$ cat config.mk
export PLATFORM = sky130hd
export DESIGN_NAME = sc_point_register
export DESIGN_NICKNAME = d
export VERILOG_FILES = /design/src/rtl/sc_point_pkg.sv /design/src/rtl/sc_onehot_encoder.sv /design/src/rtl/sc_point_register.sv
export SDC_FILE = /design/constraint.sdc
export NUM_CORES = 1
export LEC_CHECK = 0
export CORE_MARGIN = 8
export CORE_UTILIZATION = 42
export DETAILED_ROUTE_END_ITERATION = 6
export PLACE_DENSITY = 0.74
export SLEW_MARGIN = 5
export SYNTH_ARGS = -nofsm -noshare
export SYNTH_HDL_FRONTEND = slang
export SYNTH_SLANG_ARGS = --single-unit
$ cat constraint.sdc
create_clock -name SC_POINTREGISTER_CLOCK_50 -period 1.6 [get_ports SC_POINTREGISTER_CLOCK_50]
set_input_delay 0.24 -clock SC_POINTREGISTER_CLOCK_50 [delete_from_list [all_inputs] [get_ports SC_POINTREGISTER_CLOCK_50]]
set_output_delay 0.24 -clock SC_POINTREGISTER_CLOCK_50 [all_outputs]
set_load 0.02 [all_outputs]
$ cat src/rtl/sc_point_pkg.sv
// Shared definitions for the point FSM and the point register:
// shift command codes and the EMPTY/LOADED state encoding.
package sc_point_pkg;

  localparam logic [1:0] SHIFT_HOLD = 2'b11;
  localparam logic [1:0] SHIFT_UP   = 2'b01;
  localparam logic [1:0] SHIFT_DOWN = 2'b10;

  localparam logic [0:0] ST_EMPTY  = 1'b0;
  localparam logic [0:0] ST_LOADED = 1'b1;

endpackage

$ cat src/rtl/sc_onehot_encoder.sv
// One-hot to binary index encoder; yields 0 for an all-zero input.
module sc_onehot_encoder #(
  parameter int WIDTH = 8,
  parameter int POS_W = (WIDTH > 1) ? $clog2(WIDTH) : 1
) (
  input  logic [WIDTH-1:0] i_onehot,
  output logic [POS_W-1:0] o_index
);

  // OR of the indices of set bits is exact as long as the input is one-hot.
  always_comb begin
    o_index = '0;
    for (int i = 0; i < WIDTH; i++)
      if (i_onehot[i]) o_index = o_index | POS_W'(i);
  end

endmodule

$ cat src/rtl/sc_point_register.sv
// One-hot point register executing load/shift commands from the point FSM
// and reporting legal moves through active-low comparator flags.
module sc_point_register
  import sc_point_pkg::*;
#(
  parameter int               WIDTH      = 8,
  parameter logic [WIDTH-1:0] POINT_INIT = 8'b0001_0000,
  parameter int               CNT_W      = 8,
  localparam int              POS_W      = (WIDTH > 1) ? $clog2(WIDTH) : 1
) (
  input  logic             SC_POINTREGISTER_CLOCK_50,
  input  logic             SC_POINTREGISTER_RESET_InHigh,
  input  logic             SC_POINTREGISTER_load_InLow,
  input  logic [1:0]       SC_POINTREGISTER_shiftselection_In,
  output logic [WIDTH-1:0] SC_POINTREGISTER_data_Out,
  output logic             SC_POINTREGISTER_Comparador_moveLEFT_OutLow,
  output logic             SC_POINTREGISTER_Comparador_moveRIGHT_OutLow,
  output logic [POS_W-1:0] SC_POINTREGISTER_position_Out,
  output logic [CNT_W-1:0] SC_POINTREGISTER_moveCount_Out,
  output logic             SC_POINTREGISTER_moved_Out,
  output logic             SC_POINTREGISTER_error_Out
);

  logic [0:0]       r_state;
  logic [WIDTH-1:0] r_data;
  logic [CNT_W-1:0] r_cnt;
  logic             r_moved;
  logic             r_err;

  logic             w_loaded;
  logic             w_can_up;
  logic             w_can_down;
  logic [CNT_W-1:0] w_cnt_inc;

  assign w_loaded   = (r_state == ST_LOADED);
  assign w_can_up   = w_loaded & ~r_data[WIDTH-1];
  assign w_can_down = w_loaded & ~r_data[0];
  assign w_cnt_inc  = (r_cnt == {CNT_W{1'b1}}) ? r_cnt : r_cnt + 1'b1;

  always_ff @(posedge SC_POINTREGISTER_CLOCK_50 or posedge SC_POINTREGISTER_RESET_InHigh) begin
    if (SC_POINTREGISTER_RESET_InHigh) begin
      r_state <= ST_EMPTY;
      r_data  <= '0;
      r_cnt   <= '0;
      r_moved <= 1'b0;
      r_err   <= 1'b0;
    end else begin
      r_moved <= 1'b0;
      // Load outranks any shift code presented in the same cycle.
      if (!SC_POINTREGISTER_load_InLow) begin
        r_state <= ST_LOADED;
        r_data  <= POINT_INIT;
        r_cnt   <= '0;
        r_err   <= 1'b0;
      end else if (w_loaded) begin
        case (SC_POINTREGISTER_shiftselection_In)
          SHIFT_UP: begin
            if (w_can_up) begin
              r_data  <= r_data << 1;
              r_cnt   <= w_cnt_inc;
              r_moved <= 1'b1;
            end else begin
              r_err <= 1'b1;
            end
          end
          SHIFT_DOWN: begin
            if (w_can_down) begin
              r_data  <= r_data >> 1;
              r_cnt   <= w_cnt_inc;
              r_moved <= 1'b1;
            end else begin
              r_err <= 1'b1;
            end
          end
          default: ;
        endcase
      end
    end
  end

  sc_onehot_encoder #(
    .WIDTH (WIDTH),
    .POS_W (POS_W)
  ) u_enc (
    .i_onehot (r_data),
    .o_index  (SC_POINTREGISTER_position_Out)
  );

  assign SC_POINTREGISTER_data_Out                    = r_data;
  assign SC_POINTREGISTER_Comparador_moveLEFT_OutLow  = ~w_can_up;
  assign SC_POINTREGISTER_Comparador_moveRIGHT_OutLow = ~w_can_down;
  assign SC_POINTREGISTER_moveCount_Out               = r_cnt;
  assign SC_POINTREGISTER_moved_Out                   = r_moved;
  assign SC_POINTREGISTER_error_Out                   = r_err;

endmodule

Yosys cells after proc, flatten, opt, wreduce, memory -nomap -nowiden
Cells that the tools add are included.
Widths: inputs -> output; s select.
{"block": "word_totals", "ff_bits": 19, "inputBits": 5, "out_inout_bits": 23, "word_cells": 51}
{"block": "classes", "n_addsub": 1, "eq_ne": 9, "muxes": 28, "bitwise_logic": 6, "n_reduce_logical": 2}
{"operator": "$mux 8", "count": 9}
{"operator": "$pmux 8 s2", "count": 2}
{"operator": "$mux 3", "count": 4}
{"operator": "$ne 3x3->1 const B", "count": 4}
{"operator": "$mux 1", "count": 9}
{"operator": "$add 8x1->8 const B", "count": 1}
{"operator": "$eq 8x8->1 const B", "count": 1}
{"operator": "$reduce_and 4->1", "count": 2}
{"operator": "$mux 2", "count": 2}
{"operator": "$not 1->1", "count": 4}
{"operator": "$pmux 1 s2", "count": 2}
{"operator": "$ne 3x1->1 const B", "count": 1}
{"operator": "$and 1x1->1", "count": 2}
{"operator": "$eq 2x1->1 const B", "count": 1}
{"operator": "$eq 2x2->1 const B", "count": 1}
{"operator": "$ne 2x1->1 const B", "count": 1}

Depth between registers and ports, before layout
Gate-level depths: netlist (run 1).
{"block": "depth", "word_depth": 7, "mapped_depth": 9, "depth_no_buf": 6}

Modules after synthesis
Synthesis (run 1) repeated with hierarchy kept, for this count alone.
{"block": "unflattened", "cells_unflattened": 106, "area_unflattened_um2": 1086.0}
{"mod": "sc_point_register", "instances": 1, "cells_per_inst": 103, "area_each_um2": 1063.5, "seq_area_each_um2": 475.5}
{"mod": "sc_onehot_encoder", "instances": 1, "cells_per_inst": 3, "area_each_um2": 22.5, "seq_area_each_um2": 0.0}

Worst setup path before layout (run 1)
OpenSTA, ideal clock, no wires.
{"block": "synth_timing", "path_type": "reg-to-reg", "from": "register r_cnt[0], in the netlist SC_POINTREGISTER_moveCount_Out[0]", "to": "register r_cnt[5], in the netlist SC_POINTREGISTER_moveCount_Out[5]", "setup_ps": 78, "t_arrival_ps": 1581, "t_required_ps": 1522, "path_slack_ps": -59, "stages_incl_launch_ff": 6, "n_path_buf": 0, "synth_period_minus_slack_ps": 1659, "path_cell_list": "dfrtp_1 ha_1 nand3_1 o211ai_4 or4_1 a21oi_1"}
{"block": "synth_via", "elab_chain_cells": 6, "word_cells_on_any_way": 8, "cone_classes": "1 x add/sub; 1 x eq/ne; 6 x mux"}
{"element": "start, declared", "line_no": "sc_point_register.sv:26", "rtl": "logic [CNT_W-1:0] r_cnt;"}
{"element": "start signal, assigned", "line_no": "sc_point_register.sv:60", "rtl": "r_cnt <= w_cnt_inc;"}
{"element": "start signal, assigned", "line_no": "sc_point_register.sv:69", "rtl": "r_cnt <= w_cnt_inc;"}
{"element": "$add 8x1->8 / $eq 8x8->1 (equally long branches)", "line_no": "sc_point_register.sv:38", "rtl": "assign w_cnt_inc = (r_cnt == {CNT_W{1'b1}}) ? r_cnt : r_cnt + 1'b1;"}
{"element": "$mux 8 *", "line_no": "sc_point_register.sv:38"}
{"element": "$mux 8, on equally long branches", "line_no": "sc_point_register.sv:67, sc_point_register.sv:58"}
{"element": "$pmux 8 s2 *", "line_no": "sc_point_register.sv:56", "rtl": "case (SC_POINTREGISTER_shiftselection_In)"}
{"element": "$mux 8 *", "line_no": "sc_point_register.sv:55", "rtl": "end else if (w_loaded) begin"}
{"element": "$mux 8 *", "line_no": "sc_point_register.sv:50", "rtl": "if (!SC_POINTREGISTER_load_InLow) begin"}
Mark *: on every way between the ends. The rest lies on a longest branch, timed or not. The select of a mux whose other input is x is not followed.
A chain may end at the register's enable or synchronous reset.

Worst setup path after layout (run 1)
{"block": "layout_timing", "from": "register r_data[5], in the netlist SC_POINTREGISTER_data_Out[5]", "to": "output SC_POINTREGISTER_position_Out[2]"}
{"block": "layout_via", "elab_chain_cells": 3}
{"element": "start, declared", "line_no": "sc_point_register.sv:25", "rtl": "logic [WIDTH-1:0] r_data;"}
{"element": "start signal, assigned", "line_no": "sc_point_register.sv:59", "rtl": "r_data <= r_data << 1;"}
{"element": "start signal, assigned", "line_no": "sc_point_register.sv:68", "rtl": "r_data <= r_data >> 1;"}
{"element": "$mux 3 (3 in series)", "line_no": "sc_onehot_encoder.sv:14", "rtl": "if (i_onehot[i]) o_index = o_index | POS_W'(i);"}
{"element": "end, declared", "line_no": "sc_point_register.sv:18", "rtl": "output logic [POS_W-1:0] SC_POINTREGISTER_position_Out,"}
Every way passes these cells.

==> flow_summary_export.csv, run 1 <==
group,metric,value,unit
flow_run,maxCapViolations,0,
cts,clock-root-buffer,"sky130_fd_sc_hd__clkbuf_4",
power,sequentialPowerShare,47.3,%
final_layout,finalCoreUtilization,66.1,%
final_layout,fin_nets,164,
setup_path,worstSetupEndpoint,"SC_POINTREGISTER_position_Out[2]",
synthesis,synth_flop_cell,"sky130_fd_sc_hd__dfrtp_1",
setup_path,cp_max_fo,4,
timing,setup_viol,3,
timing,setup_repair_after_global_routing_missed_its_margin,"yes",
setup_path,delay_of_the_slowest_critical_path_stage,0.52,ns
place,place_ws,-0.483,ns
final_layout,design_area,0.00161,mm^2
cts,cts_max_level,1,
synthesis,synth.ff_latch_count,19,
drt,first_pass_iters,4,
final_layout,n_antenna_cell,0,
power,switching_share,31.1,%
synthesis,synthCells,104,
power,int_power,0.000771,W
drt,drtIter0Drc,35,
power,power.share.combinational,30.8,%
timing,achievable-frequency,0.613,GHz
cts,clock_tree_from_tritoncts,"built",
final_layout,layout-area-overhead-vs-synth,52.8,%
power,highest_ir_drop_seen_on_vdd,0.563,mV
final_layout,layout.filler_cells,198,
synthesis,yosys_warnings,0,
power,power-per-cell-area,696,mW/mm^2
status,failed_checks,"negative setup slack",
die,core_area,0.00243,mm^2
place,dp_hpwl,1980,um
setup_path,worstPathRequired,1.36,ns
synthesis,net_count_after_synthesis,113,
cts,clk_path_buf_depth,2,
cts,clkSlewWorstSetupHoldPaths,0.11,ns
cts,numCtsBuffers,3,
setup_path,cell_chain_of_the_critical_path,"or4_4 -> buf_6",
place,dpl.cell_count,176,
timing,max-slew-margin-rel,82.3,%
synthesis,synth_commonest_cells,"sky130_fd_sc_hd__dfrtp_1, sky130_fd_sc_hd__nor2_1, sky130_fd_sc_hd__nand2_1",
setup_path,worst-r2r-setup-slack,0.04,ns
synthesis,syn_area_per_cell,10.1,um^2
timing,slew_viol_final,0,
synthesis,async_flop_share,100,%
grt,grt_pass1_wl,4500,um
hold_path,class_of_the_tightest_hold_or_removal_check,"in2async",
synthesis,netlist_top_cells_area,"sky130_fd_sc_hd__dfrtp_1, sky130_fd_sc_hd__mux2i_1, sky130_fd_sc_hd__ha_1",
synthesis,synth_most_common_cell,"sky130_fd_sc_hd__dfrtp_1",
place,placed_cell_area,0.00152,mm^2
status,outcome,"finished with violations",
synthesis,post_synth_edffs,0,
setup_path,startpoint_of_the_worst_register_to_register_path,"SC_POINTREGISTER_data_Out[7]",
place,gp_routability_congestion,0.869,
cts,worst_skew_pair.late_latency,0.30,ns
power,power.net_switching,0.000348,W
drt,ant_nets,0,
setup_path,cp_top_family,"simple AND/OR/NAND/NOR gates",
drt,detail_route.vias_per_cell,5.48,
grt,grt_overflow_total,0,
place,port_buffers,27,
cts,cts_hold_buf,0,
die,die_area,0.00436,mm^2
die,rows,18,
timing,timing.clock.skew,0.00398,ns
setup_path,critical_path.n_buffers_inverters,1,
drt,postRouteWirelength,2820,um
die,floorplan.io_pins,28,
final_layout,final_layout_size_suffix_gt1_share,33.1,%
die,dieWidth,66.1,um
die,start_util,43.3,%
setup_path,critical_path_cell_count,2,
setup_path,timing.critical_path.arrival,1.39,ns
power,power.share.clock,21.9,%
final_layout,layout.area.seq,479,um^2
timing,worst_slack,-0.0307,ns
timing,final_period_minus_worst_setup_slack,1.63,ns
synthesis,synth_top_area_share,45.2,%
timing,max_slew.worst_pin.slew,0.264,ns
setup_path,regToRegEndpoint,"SC_POINTREGISTER_moveCount_Out[5]",
grt,grt_start_max_net_pins,20,
setup_path,startpoint_type,"register",
synthesis,synth-seq-area-share,45.2,%
final_layout,multi_input_area,587,um^2
setup_path,end_kind,"output port",
timing,final_min_period_over_clock_period,102,%
drt,remaining_routing_drc_violations,0,
setup_path,worst-r2r-cell-count,5,
setup_path,path_class,"reg2out",
setup_path,timing_startpoint_of_the_critical_path,"SC_POINTREGISTER_data_Out[5]",
grt,grt_util_all_layers,13.0,%
final_layout,stdcell_count,184,
drt,num_vias,1008,
synthesis,synth_top_area_cell,"sky130_fd_sc_hd__dfrtp_1",
synthesis,netlist_area,0.00105,mm^2
grt,grt_pass1_vias,1035,
setup_path,crit_slowest_cell,"sky130_fd_sc_hd__or4_4",
synthesis,synth.distinct_cells,31,
grt,grt_antenna_before_repair,0,
die,die_h,66.1,um
cts,clock_sinks,19,
timing,hold_violations,0,
drt,post_drt_wl_per_cell,15.3,um
power,p_leak,0.833,nW
layout make-up:
cell class	instances	area share (%)
timing repair buffer	50	28.1
sequential	19	29.8
clock inverter	1	0.311
multi-input combinational	75	36.5
inverter	6	1.56
tap	30	2.33
clock buffer	3	1.40
registers in the layout, indices dropped and copies added, names as in the netlist:
register and flops:
r_state 1, SC_POINTREGISTER_moved_Out 1, SC_POINTREGISTER_error_Out 1, SC_POINTREGISTER_moveCount_Out 8, SC_POINTREGISTER_data_Out 8
stage by stage:
stage	hold WS (ns)	total power [W]	setup TNS (ns)
floorplan	0.191	0.000706	0
detailed placement	0.492	0.000876	-6.02
global route	0.297	0.00118	-0.318
global placement	0.495	0.000867	-5.28
finish	0.252	0.00112	-0.0758
CTS	0.254	0.00111	-0.160
cells in the final DEF, fill, tap and decap left out, drive strengths merged, types with 3 or more instances in the layout:
cell / netlist / layout
inv: 6 / 6
a21oi: 6 / 6
dfrtp: 19 / 19
o211ai: 3 / 3
ha: 4 / 4
or4: 5 / 5
nand2b: 3 / 3
mux2i: 7 / 7
nor2: 11 / 11
buf: 3 / 27
a211oi: 5 / 5
nand2: 8 / 8
nand4: 3 / 3
clkdlybuf4s50: 0 / 4
clkbuf: 1 / 3
nand3: 4 / 4
dlygate4sd2: 0 / 17
timing repair:
item                       4_1_cts  5_1_grt
setup endpoints to repair       31       10
gates resized for setup         39       16
buffers inserted                 3        2
pin swaps                        5        8
tightest hold or removal path, stage by stage:
cell and delay (ns):
sky130_fd_sc_hd__clkdlybuf4s50_1 0.40, sky130_fd_sc_hd__inv_1 0.05, sky130_fd_sc_hd__buf_4 0.25
kinds of logic after synthesis:
| family | count (synthesis) | synth area share, % |
|---|---|---|
| and+or+nand+nor | 42 | 20.7 |
| AOI/OAI and AO/OA | 21 | 16.9 |
| DFF | 19 | 45.2 |
| buffers and inverters | 10 | 4.99 |
| muxes | 7 | 6.66 |
| adders and majority gates | 4 | 4.76 |
| xor gates and xnor gates | 1 | 0.832 |
worst min path at each step:
stage                                                    to  depth (start not counted)  slack (ns)
final                     SC_POINTREGISTER_moveCount_Out[4]                          3        0.25
after global routing      SC_POINTREGISTER_moveCount_Out[0]                          3        0.30
after CTS                      SC_POINTREGISTER_data_Out[2]                          3        0.25
after detailed placement         SC_POINTREGISTER_error_Out                          2        0.49
after global placement           SC_POINTREGISTER_error_Out                          2        0.50
after floorplan                SC_POINTREGISTER_data_Out[0]                          1        0.19
layer usage:
metal	track usage [%]	wire length, um
met3	3.56	195
met2	21.6	1440
met5	0	0
met4	7.20	53
met1	14.7	1130
power groups by stage:
stage / Sequential (W) / Clock [W] / Combinational, W
floorplan: 0.000572 / 0 / 0.000134
global placement: 0.000536 / 0 / 0.000331
detailed placement: 0.000538 / 0 / 0.000338
CTS: 0.000529 / 0.000255 / 0.000324
global route: 0.000533 / 0.000278 / 0.000373
finish: 0.000529 / 0.000246 / 0.000345
(Power assumes the default switching activity.)
==> run 2: changes to the inputs <==
Settings changed: CTS_CLUSTER_SIZE set to 12, PLACE_DENSITY 0.74 to 0.8, SKIP_CTS_REPAIR_TIMING set to 1.
==> run 2 against run 1 <==
The flow still finishes with violations (negative setup slack). Critical path type unchanged. Final area is 5.3% higher. Critical path depth stayed put. Via count increased by 1.6%. Sequential share of layout area is 1.4 points lower. Register-to-register slack worse by 0.04 ns. Maximum frequency decreased by 1.5%. Combinational power grew 3%. Setup slack got worse by 0.024 ns. Cell count up 2.2%. Clock power about the same.
==> flow_summary_export.csv, run 2 (synthesis gave the netlist of run 1 again) <==
group,metric,value,unit
cts,clock-root-buffer,"sky130_fd_sc_hd__clkbuf_4",
power,power,0.00113,W
drt,num_vias,1024,
drt,ant_nets,0,
place,dp_hpwl,1990,um
final_layout,mostFrequentLayoutCell,"sky130_fd_sc_hd__buf_4",
drt,first_pass_iters,4,
timing,max-slew-margin-rel,78.4,%
final_layout,layout-area-overhead-vs-synth,60.9,%
setup_path,timing.critical_path.arrival,1.41,ns
setup_path,path_class,"reg2out",
place,gp_routability_congestion,0.870,
cts,clock_sinks,19,
final_layout,fin_nets,168,
cts,worst_skew_pair.late_latency,0.30,ns
timing,achievable-frequency,0.604,GHz
cts,clkSlewWorstSetupHoldPaths,0.11,ns
hold_path,class_of_the_tightest_hold_or_removal_check,"in2async",
power,p_leak,1.07,nW
final_layout,stdcell_count,188,
timing,max_slew.worst_pin.slew,0.321,ns
cts,clk_path_buf_depth,2,
drt,post_drt_wl_per_cell,15.6,um
grt,grt_antenna_before_repair,0,
final_layout,final_layout_size_suffix_gt1_share,36.1,%
grt,grt_pass1_vias,1018,
timing,hold_violations,0,
setup_path,startpoint_type,"register",
die,core_area,0.00243,mm^2
place,dpl.cell_count,175,
die,die_area,0.00436,mm^2
setup_path,end_kind,"output port",
cts,clock_tree_from_tritoncts,"built",
drt,remaining_routing_drc_violations,0,
timing,slew_viol_final,0,
die,start_util,43.3,%
timing,final_min_period_over_clock_period,103,%
drt,postRouteWirelength,2930,um
drt,detail_route.vias_per_cell,5.45,
timing,setup_viol,4,
power,highest_ir_drop_seen_on_vdd,0.794,mV
timing,worst_slack,-0.0547,ns
drt,drtIter0Drc,38,
final_layout,finalCoreUtilization,69.6,%
grt,grt_util_all_layers,13.0,%
final_layout,layout.area.seq,482,um^2
die,rows,18,
die,die_h,66.1,um
power,power-per-cell-area,667,mW/mm^2
place,port_buffers,27,
die,dieWidth,66.1,um
cts,numCtsBuffers,3,
final_layout,n_antenna_cell,0,
grt,grt_start_max_net_pins,20,
timing,timing.clock.skew,0.00300,ns
timing,setup_repair_after_global_routing_missed_its_margin,"yes",
timing,final.setup.tns,-0.107,ns
status,outcome,"finished with violations",
timing,final_period_minus_worst_setup_slack,1.65,ns
setup_path,worst-r2r-setup-slack,0,ns
final_layout,layout.filler_cells,195,
status,failed_checks,"negative setup slack",
flow_run,maxCapViolations,0,
cts,cts_max_level,1,
setup_path,cp_max_fo,4,
die,floorplan.io_pins,28,
setup_path,worstPathRequired,1.36,ns
final_layout,mostFrequentLayoutCells,"sky130_fd_sc_hd__buf_4, sky130_fd_sc_hd__dlymetal6s2s_1, sky130_fd_sc_hd__dfrtp_1",
grt,grt_overflow_total,0,
final_layout,multi_input_area,593,um^2
grt,grt_pass1_wl,4560,um
run 2: where the power goes:
group | internal [W] | switching, W
clock network | 0.0000932 | 0.000153
registers | 0.000505 | 0.0000221
logic | 0.000179 | 0.000176
run 2: final timing paths:
kind,start,end,cells after the start
max,SC_POINTREGISTER_data_Out[7],SC_POINTREGISTER_position_Out[0],2
min,SC_POINTREGISTER_RESET_InHigh,SC_POINTREGISTER_moveCount_Out[4],3
max reg2reg,SC_POINTREGISTER_data_Out[7],SC_POINTREGISTER_moveCount_Out[5],5
min reg2reg,SC_POINTREGISTER_error_Out,SC_POINTREGISTER_error_Out,2
max in group asynchronous,SC_POINTREGISTER_RESET_InHigh,SC_POINTREGISTER_data_Out[0],3
min in group SC_POINTREGISTER_CLOCK_50,SC_POINTREGISTER_shiftselection_In[1],SC_POINTREGISTER_moved_Out,4
run 2: layout make-up:
class / count / share of cell area, %
inverters: 6 / 1.48
clock inverters: 1 / 0.296
repair buffers: 54 / 31.2
multi-input cells: 75 / 35.0
clock buffers: 3 / 1.33
flip-flops and latches: 19 / 28.5
well taps: 30 / 2.22
run 2: worst max-delay path, cell delays in order (launching register included):
cell                      delay (ns)
sky130_fd_sc_hd__dfrtp_1        0.43
sky130_fd_sc_hd__or4_1          0.51
sky130_fd_sc_hd__buf_2          0.17
run 2: layer usage:
metal,vias to the layer above,GRT usage [%],share of wire (%)
met4,0,4.00,1.7
met5,-,0,0
li1,483,-,-
met3,4,4.24,5.9
met1,507,14.6,42
met2,30,22.7,50
run 2: metrics by stage:
step	hold slack [ns]	cell area (um^2)	setup slack, ns
2_1_floorplan	0.191	1090	0.00804
3_3_place_gp	0.498	1500	-0.427
3_5_place_dp	0.493	1500	-0.479
4_1_cts	0.257	1520	-0.457
5_1_grt	0.285	1690	-0.140
6_report	0.247	1690	-0.0547
==> run 3: changes to the inputs <==
Settings changed: HOLD_SLACK_MARGIN set to 0.08, SETUP_SLACK_MARGIN set to 0.05.
==> run 3 against run 2 <==
The run still ends with negative setup slack left. Final area shrank 0.22%. Via count decreased by 2.9%. Core utilization decreased by 0.15 points. Setup slack got worse by 0.046 ns. Non-clock buffer count down 4. Clock skew up 0.0065 ns. Die area is the same. Largest power group unchanged.
==> flow_summary_export.csv, run 3 (synthesis gave the netlist of run 1 again) <==
group,metric,value,unit
cts,clk_path_buf_depth,2,
die,start_util,43.3,%
final_layout,layout-area-overhead-vs-synth,60.5,%
setup_path,path_class,"reg2out",
grt,grt_start_max_net_pins,20,
place,placed_cell_area,0.00153,mm^2
setup_path,timing.critical_path.arrival,1.46,ns
timing,timing.clock.skew,0.00945,ns
cts,cts_max_level,1,
cts,clock_tree_from_tritoncts,"built",
cts,clock-root-buffer,"sky130_fd_sc_hd__clkbuf_4",
place,dpl.cell_count,177,
timing,final.setup.tns,-0.226,ns
power,p_leak,1.07,nW
place,port_buffers,27,
place,gp_routability_congestion,0.870,
setup_path,worst-r2r-setup-slack,-0.01,ns
final_layout,stdcell_count,184,
setup_path,worstPathRequired,1.36,ns
die,rows,18,
die,core_area,0.00243,mm^2
cts,numCtsBuffers,3,
final_layout,fin_nets,164,
drt,post_drt_wl_per_cell,16.1,um
grt,grt_antenna_before_repair,0,
status,outcome,"finished with violations",
final_layout,mostFrequentLayoutCell,"sky130_fd_sc_hd__dlymetal6s2s_1",
final_layout,mostFrequentLayoutCells,"sky130_fd_sc_hd__dlymetal6s2s_1, sky130_fd_sc_hd__buf_4, sky130_fd_sc_hd__dfrtp_1",
drt,num_vias,994,
drt,remaining_routing_drc_violations,0,
final_layout,layout.filler_cells,186,
timing,worst_slack,-0.101,ns
hold_path,class_of_the_tightest_hold_or_removal_check,"in2async",
grt,grt_pass1_vias,1011,
cts,worst_skew_pair.late_latency,0.30,ns
cts,clock_sinks,19,
drt,first_pass_iters,4,
timing,setup_repair_after_global_routing_missed_its_margin,"yes",
die,dieWidth,66.1,um
die,die_h,66.1,um
flow_run,maxCapViolations,0,
grt,grt_util_all_layers,13.6,%
timing,hold_violations,0,
final_layout,n_antenna_cell,0,
timing,achievable-frequency,0.588,GHz
setup_path,startpoint_type,"register",
timing,final_period_minus_worst_setup_slack,1.70,ns
final_layout,design_area,0.00169,mm^2
place,dp_hpwl,2050,um
drt,ant_nets,0,
place,place_ws,-0.538,ns
grt,grt_overflow_total,0,
cts,clkSlewWorstSetupHoldPaths,0.11,ns
timing,max_slew.worst_pin.slew,0.267,ns
grt,grt_pass1_wl,4610,um
setup_path,end_kind,"output port",
final_layout,final_layout_size_suffix_gt1_share,31.2,%
die,floorplan.io_pins,28,
drt,postRouteWirelength,2970,um
drt,detail_route.vias_per_cell,5.40,
timing,setup_viol,4,
power,highest_ir_drop_seen_on_vdd,0.658,mV
setup_path,worst-r2r-cell-count,5,
drt,drtIter0Drc,67,
timing,max-slew-margin-rel,82.2,%
status,failed_checks,"negative setup slack",
timing,slew_viol_final,0,
timing,final_min_period_over_clock_period,106,%
setup_path,cp_max_fo,4,
power,power-per-cell-area,678,mW/mm^2
die,die_area,0.00436,mm^2
run 3: cell count changes in the layout (fill, tap and decap cells not counted), sizes merged:
cell | before | now
clkinv | 1 | 0
buf | 30 | 25
clkbuf | 4 | 6
dlymetal6s2s | 19 | 20
clkdlybuf4s50 | 4 | 3
run 3: per-layer routing:
metal	vias up	routed length, um	global-route usage [%]
met2	21	1490	21.4
met5	-	0	0
li1	477	-	-
met3	8	160	4.58
met4	0	100	10.9
met1	488	1210	14.7
run 3: metrics by stage:
| stage | total power [W] | util (%) | hold WS, ns |
|---|---|---|---|
| after global routing | 0.00121 | 69.4 | 0.264 |
| after global placement | 0.000870 | 63.0 | 0.500 |
| after floorplan | 0.000708 | - | 0.191 |
| after detailed placement | 0.000882 | 63.0 | 0.508 |
| after CTS | 0.00113 | 64.1 | 0.242 |
| final | 0.00115 | 69.4 | 0.242 |
run 3: report_power, final:
| part | internal, W | total [W] | switching, W |
|---|---|---|---|
| Combinational | 0.000187 | 0.000368 | 0.000181 |
| Clock | 0.0000973 | 0.000248 | 0.000151 |
| Sequential | 0.000505 | 0.000529 | 0.0000239 |
run 3: final cells by class:
| class | count | area [um^2] | share of cell area [%] |
|---|---|---|---|
| clock buffer | 4 | 26.3 | 1.56 |
| tap | 30 | 37.5 | 2.22 |
| timing repair buffer | 50 | 527 | 31.2 |
| sequential | 19 | 480 | 28.4 |
| multi-input combinational | 75 | 583 | 34.5 |
| inverter | 6 | 35.0 | 2.07 |
run 3: worst max-delay path, stage by stage (launching register included):
cell	delay, ns
sky130_fd_sc_hd__dfrtp_2	0.45
sky130_fd_sc_hd__buf_4	0.15
sky130_fd_sc_hd__or4_4	0.41
sky130_fd_sc_hd__buf_6	0.15
run 3: final timing paths:
| check | startpoint | to |
|---|---|---|
| setup / recovery | SC_POINTREGISTER_data_Out[7] | SC_POINTREGISTER_position_Out[2] |
| hold / removal | SC_POINTREGISTER_RESET_InHigh | SC_POINTREGISTER_moveCount_Out[0] |
| setup reg to reg | SC_POINTREGISTER_data_Out[7] | SC_POINTREGISTER_moveCount_Out[5] |
| hold reg to reg | SC_POINTREGISTER_error_Out | SC_POINTREGISTER_error_Out |
| max in group asynchronous | SC_POINTREGISTER_RESET_InHigh | SC_POINTREGISTER_data_Out[0] |
| min in group SC_POINTREGISTER_CLOCK_50 | SC_POINTREGISTER_shiftselection_In[1] | SC_POINTREGISTER_moved_Out |
